`src/rtl/char_buffer_arbiter.sv`:
```
// Keyboard-driven text line controller sharing a single-port character RAM with the display fetch.
// Display reads always win the port; keyboard edits wait in a 1-deep pending slot or the clear sweep.
module char_buffer_arbiter #(
  parameter int             COLS  = 16,
  parameter int             CW    = 4,
  parameter int             DW    = 6,
  parameter logic [DW-1:0]  BLANK = 6'd0
) (
  input  logic          clk,
  input  logic          reset,
  input  logic          kbd_flag,
  input  logic [7:0]    kbd_code,
  input  logic [DW-1:0] char_addr,
  input  logic          rd_req,
  input  logic [CW-1:0] rd_col,
  output logic [DW-1:0] rd_data,
  output logic          rd_valid,
  output logic          ram_en,
  output logic          ram_we,
  output logic [CW-1:0] ram_addr,
  output logic [DW-1:0] ram_wdata,
  input  logic [DW-1:0] ram_rdata,
  input  logic          clr_ovf,
  output logic [CW-1:0] cursor,
  output logic          busy,
  output logic          overflow
);

  localparam logic [7:0] CODE_BREAK = 8'hF0;
  localparam logic [7:0] CODE_EXT   = 8'hE0;
  localparam logic [7:0] CODE_BKSP  = 8'h66;
  localparam logic [7:0] CODE_ENTER = 8'h5A;
  localparam logic [CW-1:0] LAST_COL = CW'(COLS - 1);

  typedef enum logic {F_MAKE, F_BREAK} filt_t;
  typedef enum logic {C_IDLE, C_CLEAR} clr_t;

  filt_t         filt_q, filt_d;
  clr_t          clr_q, clr_d;
  logic          pend_valid_q, pend_valid_d;
  logic [CW-1:0] pend_addr_q, pend_addr_d;
  logic [DW-1:0] pend_data_q, pend_data_d;
  logic [CW-1:0] cursor_q, cursor_d;
  logic [CW-1:0] idx_q, idx_d;
  logic          ovf_q, ovf_d;
  logic          rd_valid_q;
  logic [DW-1:0] rd_hold_q;
  logic          busy_w;
  logic          action;

  assign busy_w = pend_valid_q | (clr_q == C_CLEAR);

  always_ff @(posedge clk or negedge reset) begin
    if (!reset) begin
      filt_q       <= F_MAKE;
      clr_q        <= C_IDLE;
      pend_valid_q <= 1'b0;
      pend_addr_q  <= '0;
      pend_data_q  <= '0;
      cursor_q     <= '0;
      idx_q        <= '0;
      ovf_q        <= 1'b0;
      rd_valid_q   <= 1'b0;
      rd_hold_q    <= '0;
    end else begin
      filt_q       <= filt_d;
      clr_q        <= clr_d;
      pend_valid_q <= pend_valid_d;
      pend_addr_q  <= pend_addr_d;
      pend_data_q  <= pend_data_d;
      cursor_q     <= cursor_d;
      idx_q        <= idx_d;
      ovf_q        <= ovf_d;
      rd_valid_q   <= rd_req;
      if (rd_valid_q)
        rd_hold_q <= ram_rdata;
    end
  end

  // Port arbitration first, then the filter; an accepted action never coincides with a grant.
  always_comb begin
    filt_d       = filt_q;
    clr_d        = clr_q;
    pend_valid_d = pend_valid_q;
    pend_addr_d  = pend_addr_q;
    pend_data_d  = pend_data_q;
    cursor_d     = cursor_q;
    idx_d        = idx_q;
    ovf_d        = ovf_q;
    ram_en       = 1'b0;
    ram_we       = 1'b0;
    ram_addr     = rd_col;
    ram_wdata    = BLANK;
    action       = 1'b0;

    if (rd_req) begin
      ram_en = 1'b1;
    end else if (pend_valid_q) begin
      ram_en       = 1'b1;
      ram_we       = 1'b1;
      ram_addr     = pend_addr_q;
      ram_wdata    = pend_data_q;
      pend_valid_d = 1'b0;
    end else if (clr_q == C_CLEAR) begin
      ram_en    = 1'b1;
      ram_we    = 1'b1;
      ram_addr  = idx_q;
      ram_wdata = BLANK;
      idx_d     = idx_q + 1'b1;
      if (idx_q == LAST_COL)
        clr_d = C_IDLE;
    end

    if (kbd_flag) begin
      case (filt_q)
        F_MAKE: begin
          if (kbd_code == CODE_BREAK)
            filt_d = F_BREAK;
          else if (kbd_code != CODE_EXT)
            action = 1'b1;
        end
        default: filt_d = F_MAKE;
      endcase
    end

    if (action && !busy_w) begin
      case (kbd_code)
        CODE_BKSP: begin
          if (cursor_q != '0) begin
            cursor_d     = cursor_q - 1'b1;
            pend_valid_d = 1'b1;
            pend_addr_d  = cursor_q - 1'b1;
            pend_data_d  = BLANK;
          end
        end
        CODE_ENTER: begin
          clr_d    = C_CLEAR;
          idx_d    = '0;
          cursor_d = '0;
        end
        default: begin
          pend_valid_d = 1'b1;
          pend_addr_d  = cursor_q;
          pend_data_d  = char_addr;
          cursor_d     = cursor_q + 1'b1;
        end
      endcase
    end

    // A drop in the same cycle as clr_ovf keeps the flag set.
    if (action && busy_w)
      ovf_d = 1'b1;
    else if (clr_ovf)
      ovf_d = 1'b0;
  end

  assign rd_valid = rd_valid_q;
  assign rd_data  = rd_valid_q ? ram_rdata : rd_hold_q;
  assign cursor   = cursor_q;
  assign busy     = busy_w;
  assign overflow = ovf_q;

endmodule

```
`config.mk`:
```
export PLATFORM = sky130hd
export DESIGN_NAME = char_buffer_arbiter
export DESIGN_NICKNAME = d
export VERILOG_FILES = /design/src/rtl/char_buffer_arbiter.sv
export SDC_FILE = /design/constraint.sdc
export NUM_CORES = 1
export LEC_CHECK = 0
export CAP_MARGIN = 10
export CORE_MARGIN = 3
export CORE_UTILIZATION = 45
export CTS_CLUSTER_SIZE = 28
export DETAILED_ROUTE_END_ITERATION = 6
export GPL_TIMING_DRIVEN = 0
export MAX_ROUTING_LAYER = met4
export PLACE_DENSITY = 0.8
export SETUP_SLACK_MARGIN = 0.02
export SKIP_LAST_GASP = 1
export SLEW_MARGIN = 20
export SYNTH_ARGS = -nofsm -noshare
export SYNTH_HDL_FRONTEND = slang
export SYNTH_SLANG_ARGS = --single-unit
```
`constraint.sdc`:
```
create_clock -name clk -period 2.04 [get_ports clk]
set_clock_uncertainty 0.1 [all_clocks]
set_input_delay 0.204 -clock clk [delete_from_list [all_inputs] [get_ports clk]]
set_output_delay 0.204 -clock clk [all_outputs]
set_load 0.1 [all_outputs]
```
# [Word level (Yosys, flattened, before mapping)]
# Index checks and enable logic that the tools add are counted.
[classes] n_addsub=3 n_eq_ne=6 mux=38 bitwise=2 reduce_logical=7
[op_table] cell="$mux 4" n=9
[op_table] cell="$mux 6" n=4
[op_table] cell="$mux 1" n=21
[op_table] cell="$eq 8x7->1 const B" n=2
[op_table] cell="$pmux 4 s2" n=2
[op_table] cell="$pmux 6 s2" n=1
[op_table] cell="$add 4x1->4 const B" n=2
[op_table] cell="$eq 8x8->1 const B" n=1
[op_table] cell="$ne 8x8->1 const B" n=1
[op_table] cell="$eq 4x4->1 const B" n=1
[op_table] cell="$reduce_bool 4->1" n=1
[op_table] cell="$sub 4x1->4 const B" n=1
[op_table] cell="$reduce_and 3->1" n=1
[op_table] cell="$logic_and 1x1->1" n=2
[op_table] cell="$ne 2x2->1 const B" n=1
[op_table] cell="$pmux 1 s2" n=1
[op_table] cell="$reduce_and 2->1" n=1
[op_table] cell="$reduce_bool 2->1" n=1
[op_table] cell="$logic_not 1->1" n=1
[op_table] cell="$not 1->1" n=1
[op_table] cell="$or 1x1->1" n=1
[word_totals] regBits=29 inputBits=29 out_inout_bits=25

# [Logic depth before layout (Yosys ltp)]
[logic_depth] word_depth=7 ltp_mapped=8

# [Least setup slack after synthesis]
# Ideal clock, no wire load.
[synth_path] path_kind="flip-flop to output port" start="register pend_valid_q" end="output port ram_addr[0]" arrival_ps=2953 setup_slack_ps=-1217 stages_incl_launch_ff=5 n_path_buf=1 cell_sequence="dfrtp_1 buf_2 nor2b_1 a22oi_1 o21ai_0"
[synth_via] elab_chain_cells=2
[synth_lines] element="start: declaration" line_no="40" rtl="logic pend_valid_q, pend_valid_d;"
[synth_lines] element="start signal: assignment" line_no="68" rtl="pend_valid_q <= pend_valid_d;"
[synth_lines] element="$mux 4" line_no="98" rtl="end else if (pend_valid_q) begin"
[synth_lines] element="$mux 4" line_no="96" rtl="if (rd_req) begin"
[synth_lines] element="end: declaration" line_no="20" rtl="output logic [CW-1:0] ram_addr,"
# Every way passes these cells.

# [Worst setup path in the final report]
[layout_path] start="register cursor_q[1], in the netlist cursor[1]" end="output port cursor[1]"
[layout_lines] element="start: declaration" line_no="43" rtl="logic [CW-1:0] cursor_q, cursor_d;"
[layout_lines] element="start signal: assignment" line_no="71" rtl="cursor_q <= cursor_d;"
[layout_lines] element="end: declaration" line_no="24" rtl="output logic [CW-1:0] cursor,"
# No word-level cell between the ends.

==> metrics.md <==
| Metric | Value |
|---|---|
| Number of buffers on the longest clock path | `2` |
| Total power | `2.731 mW` |
| Unrepaired setup endpoints after global routing | `no` |
| CP required | `between 1.5 and 2 ns` |
| Final min period | `around 2.0 ns` |
| Total Die Area | `4200 um2` |
| Post-Route Setup TNS | `0 ns` |
| Share of synthesized registers carrying an async set or reset | `1.000` |
| Drt total wl | `around 3.9 mm` |
| Sequential share of the synthesized area | `0.4662` |
| Initial standard-cell utilization of the core | `0.4898` |
| First-pass GRT wire length | `roughly 6.6 mm` |
| Category of cells accounting for the largest share of critical-path delay | `buffers and inverters` |
| Via count of the first global-routing pass | `1420` |
| RD Place Congestion | `between 0.8 and 0.9` |
| Most frequent standard cell in the layout excluding fill and tap cells | `clkdlybuf4s50_1` |
| Die height | `64.81 um` |
| CP Capture Type | `output port` |
| Combined buffer and inverter count along the critical path | `1` |
| Gate Count Post-Synth | `154` |
| Max stage delay cell, worst path | `dlygate4sd2_1` |
| Highest ir drop seen on vdd | `0.7433 mV` |
| Layout Cells excl Fill | `around 260` |
| Peak fanout along the critical path | `9` |
| DRC errors left | `0` |
| Area of the mapped netlist | `~1600 um2` |
| Path length in cells of the critical path | `1` |
| Ratio of final minimum period to clock period | `0.9610` |
| Placed cells | `around 250` |
| Post-DRT Antenna Nets | `0` |
| Number of CTS-inserted buffers | `5` |
| EDFF count, synth | `0` |
| Ports placed on the boundary | `54` |
| Via-per-instance ratio | `between 5 and 6` |
| Worst min-delay path startpoint | `rd_req` |
| Overall Global Routing Usage | `0.2074` |
| Primary flip-flop cell chosen by synthesis mapping | `dfrtp_1` |
| Cell depth of the worst min-delay path | `1` |
| R2R setup slack | `between 0.1 and 0.15 ns` |
| Distinct cell type count after synthesis | `38` |
| P per Cell Area | `1220 nW/um2` |
| Count of port buffers added during placement | `53` |
| Count of vias placed by the detailed router | `between 1000 and 1500` |
| Critical path arrival | `1.66 ns` |
| Clock insertion delay at the later pin of the skew report | `~0.32 ns` |
| Detail-routed net length per standard cell | `between 10 and 15 um` |
| Layout cell share with drive strength beyond 1 | `0.2627` |
| Fmax | `a little over 500 MHz` |
| Final hold violation count | `0` |
| Mapped Avg Cell Area | `a little over 10 um2` |
| Deepest level of the CTS H-tree | `2` |
| Filler cell count | `256` |
| Total setup violations reported at the end of the flow | `0` |
| CP cell instances | `dlygate4sd2_1` |
| R2R Path Start | `pend_valid_q` |
| Clock transition at the registers of the reported paths | `roughly 0.090 ns` |
| Startpoint-to-endpoint class of the critical path | `reg -> out` |
| Placeable core region | `around 3200 um2` |
| Final net count | `250` |
| Number of flip-flops and latches in the synthesized netlist | `29` |
| Outcome | `complete, no violations` |
| Net count of the mapped netlist | `188` |
| HP Class | `in -> reg` |
| Inserted Diodes | `0` |
| Number of antenna violations at the first check in global routing | `0` |
| Worst min-delay path endpoint | `rd_valid` |
| Area delta synth->final | `43.81%` |
| Worst Reg2Reg Path Length in Cells | `6` |
| Residual overflow from global routing | `0` |
| Leading cell types in the layout, fill and taps excluded | `27 x clkdlybuf4s50_1, 24 x dfrtp_1, 17 x nand2_1` |
| Std-Cell Rows | `20` |
| Root buffer cell | `clkbuf_4` |
| Maximum number of pins on one net before global-route repair | `30` |
| Hpwl dp | `between 2 and 3 mm` |
| Transition time of the tightest slew-check pin | `between 0.9 and 1 ns` |
| Leakage power | `~1.0 nW` |
| Clk sink count | `29` |
| CP max stage delay | `between 0.8 and 0.9 ns` |
| Max Cap Violations | `0` |
| Initial drt markers | `48` |
| Critical path startpoint category | `flip-flop` |
| Worst reg2reg path endpoint | `pend_data_q[3]` |
| Headroom to the max-slew limit | `0.3630` |
| Yosys warnings | `0` |
| Slew Viols, Final | `0` |
| Die X-Extent | `64.81 um` |
| TritonCTS clock tree | `yes` |
| First-pass iteration count of the detailed router | `4` |
-- worst max-delay path by stage --
| stage | from | to | slack [ns] |
|---|---|---|---|
| 2_1_floorplan | cursor[1] | pend_data_q[3] | 0.05 |
| 3_3_place_gp | rd_req | ram_addr[0] | -0.85 |
| 3_5_place_dp | rd_req | ram_addr[2] | -0.92 |
| 4_1_cts | pend_valid_q | ram_addr[2] | -0.09 |
| 5_1_grt | pend_valid_q | ram_wdata[0] | 0.02 |
| 6_report | cursor[1] | cursor[1] | 0.08 |
-- report_power, final --
group	internal, mW	total (mW)	switching (mW)
clock	0.379	0.586	0.207
sequential	0.719	0.832	0.113
combinational	0.373	1.31	0.940
-- kinds of logic after synthesis --
| family | Yosys count | synth area share |
|---|---|---|
| and+or+nand+nor | 53 | 0.2018 |
| buffers and inverters | 15 | 0.04179 |
| adders and majority gates | 5 | 0.04019 |
| xor gates and xnor gates | 6 | 0.03377 |
| AOI/OAI and AO/OA | 38 | 0.1592 |
| DFF | 29 | 0.4662 |
| muxes | 8 | 0.05708 |
-- stage by stage --
step           hold WS (ns)  worst slack [ns]  utilization  instance area (um2)
4_1_cts              0.2339          -0.08903       0.6957                 2211
3_3_place_gp         0.3777           -0.8505       0.6815                 2166
6_report             0.2483           0.07964       0.7043                 2238
5_1_grt              0.2376           0.02315       0.7043                 2238
2_1_floorplan       -0.1916           0.04697            -                 1580
3_5_place_dp         0.1625           -0.9151       0.6799                 2161
-- sequential cells by signal, summed over array words and instances, names as in the netlist, 4 cells and up --
signal       flops
rd_hold_q        6
idx_q            4
cursor           4
pend_addr_q      4
pend_data_q      6
-- synth_stat cells (3+ instances only) --
cell / number / area (um2)
o21ai_0: 14 / 70.07
nand3_1: 3 / 15.01
a22oi_1: 5 / 37.54
mux2_2: 7 / 78.83
a21oi_1: 5 / 25.02
nor2b_1: 4 / 25.02
and2_1: 6 / 37.54
xnor2_1: 3 / 26.28
nand2_1: 17 / 63.81
clkbuf_1: 3 / 11.26
a22o_1: 6 / 52.55
nor2_1: 8 / 30.03
ha_1: 5 / 62.56
dfrtp_1: 29 / 725.7
xor2_1: 3 / 26.28
inv_1: 9 / 33.78
-- routing by layer --
layer  wire [um]  vias to the layer above  track usage
met2        1921                       59       0.3602
li1            -                      667            -
met5           0                        -            -
met1        1607                      660       0.2326
met3         280                        5      0.05026
met4          46                        0      0.07124
-- timing repair --
action / in CTS / in global routing
cloned: 0 / 0
pin swaps: 0 / 1
gates resized for setup: 113 / 9
setup buffers: 0 / 1
endpoints found under the hold margin: 29 / 0
hold buffers: 1 / 0
endpoints found under the setup margin: 25 / 18
-- area by class of cell --
type	count	area (um2)	share of cell area
clock buffers	5	37.54	0.01677
clock inverters	3	65.06	0.02907
plain buffers	6	36.28	0.01621
well taps	44	55.05	0.02459
flip-flops and latches	29	734.5	0.3281
inverters	9	33.78	0.01509
repair buffers	55	490.5	0.2191
multi-input cells	110	785.8	0.3510
Note: power is estimated with default switching activity, not from simulation.
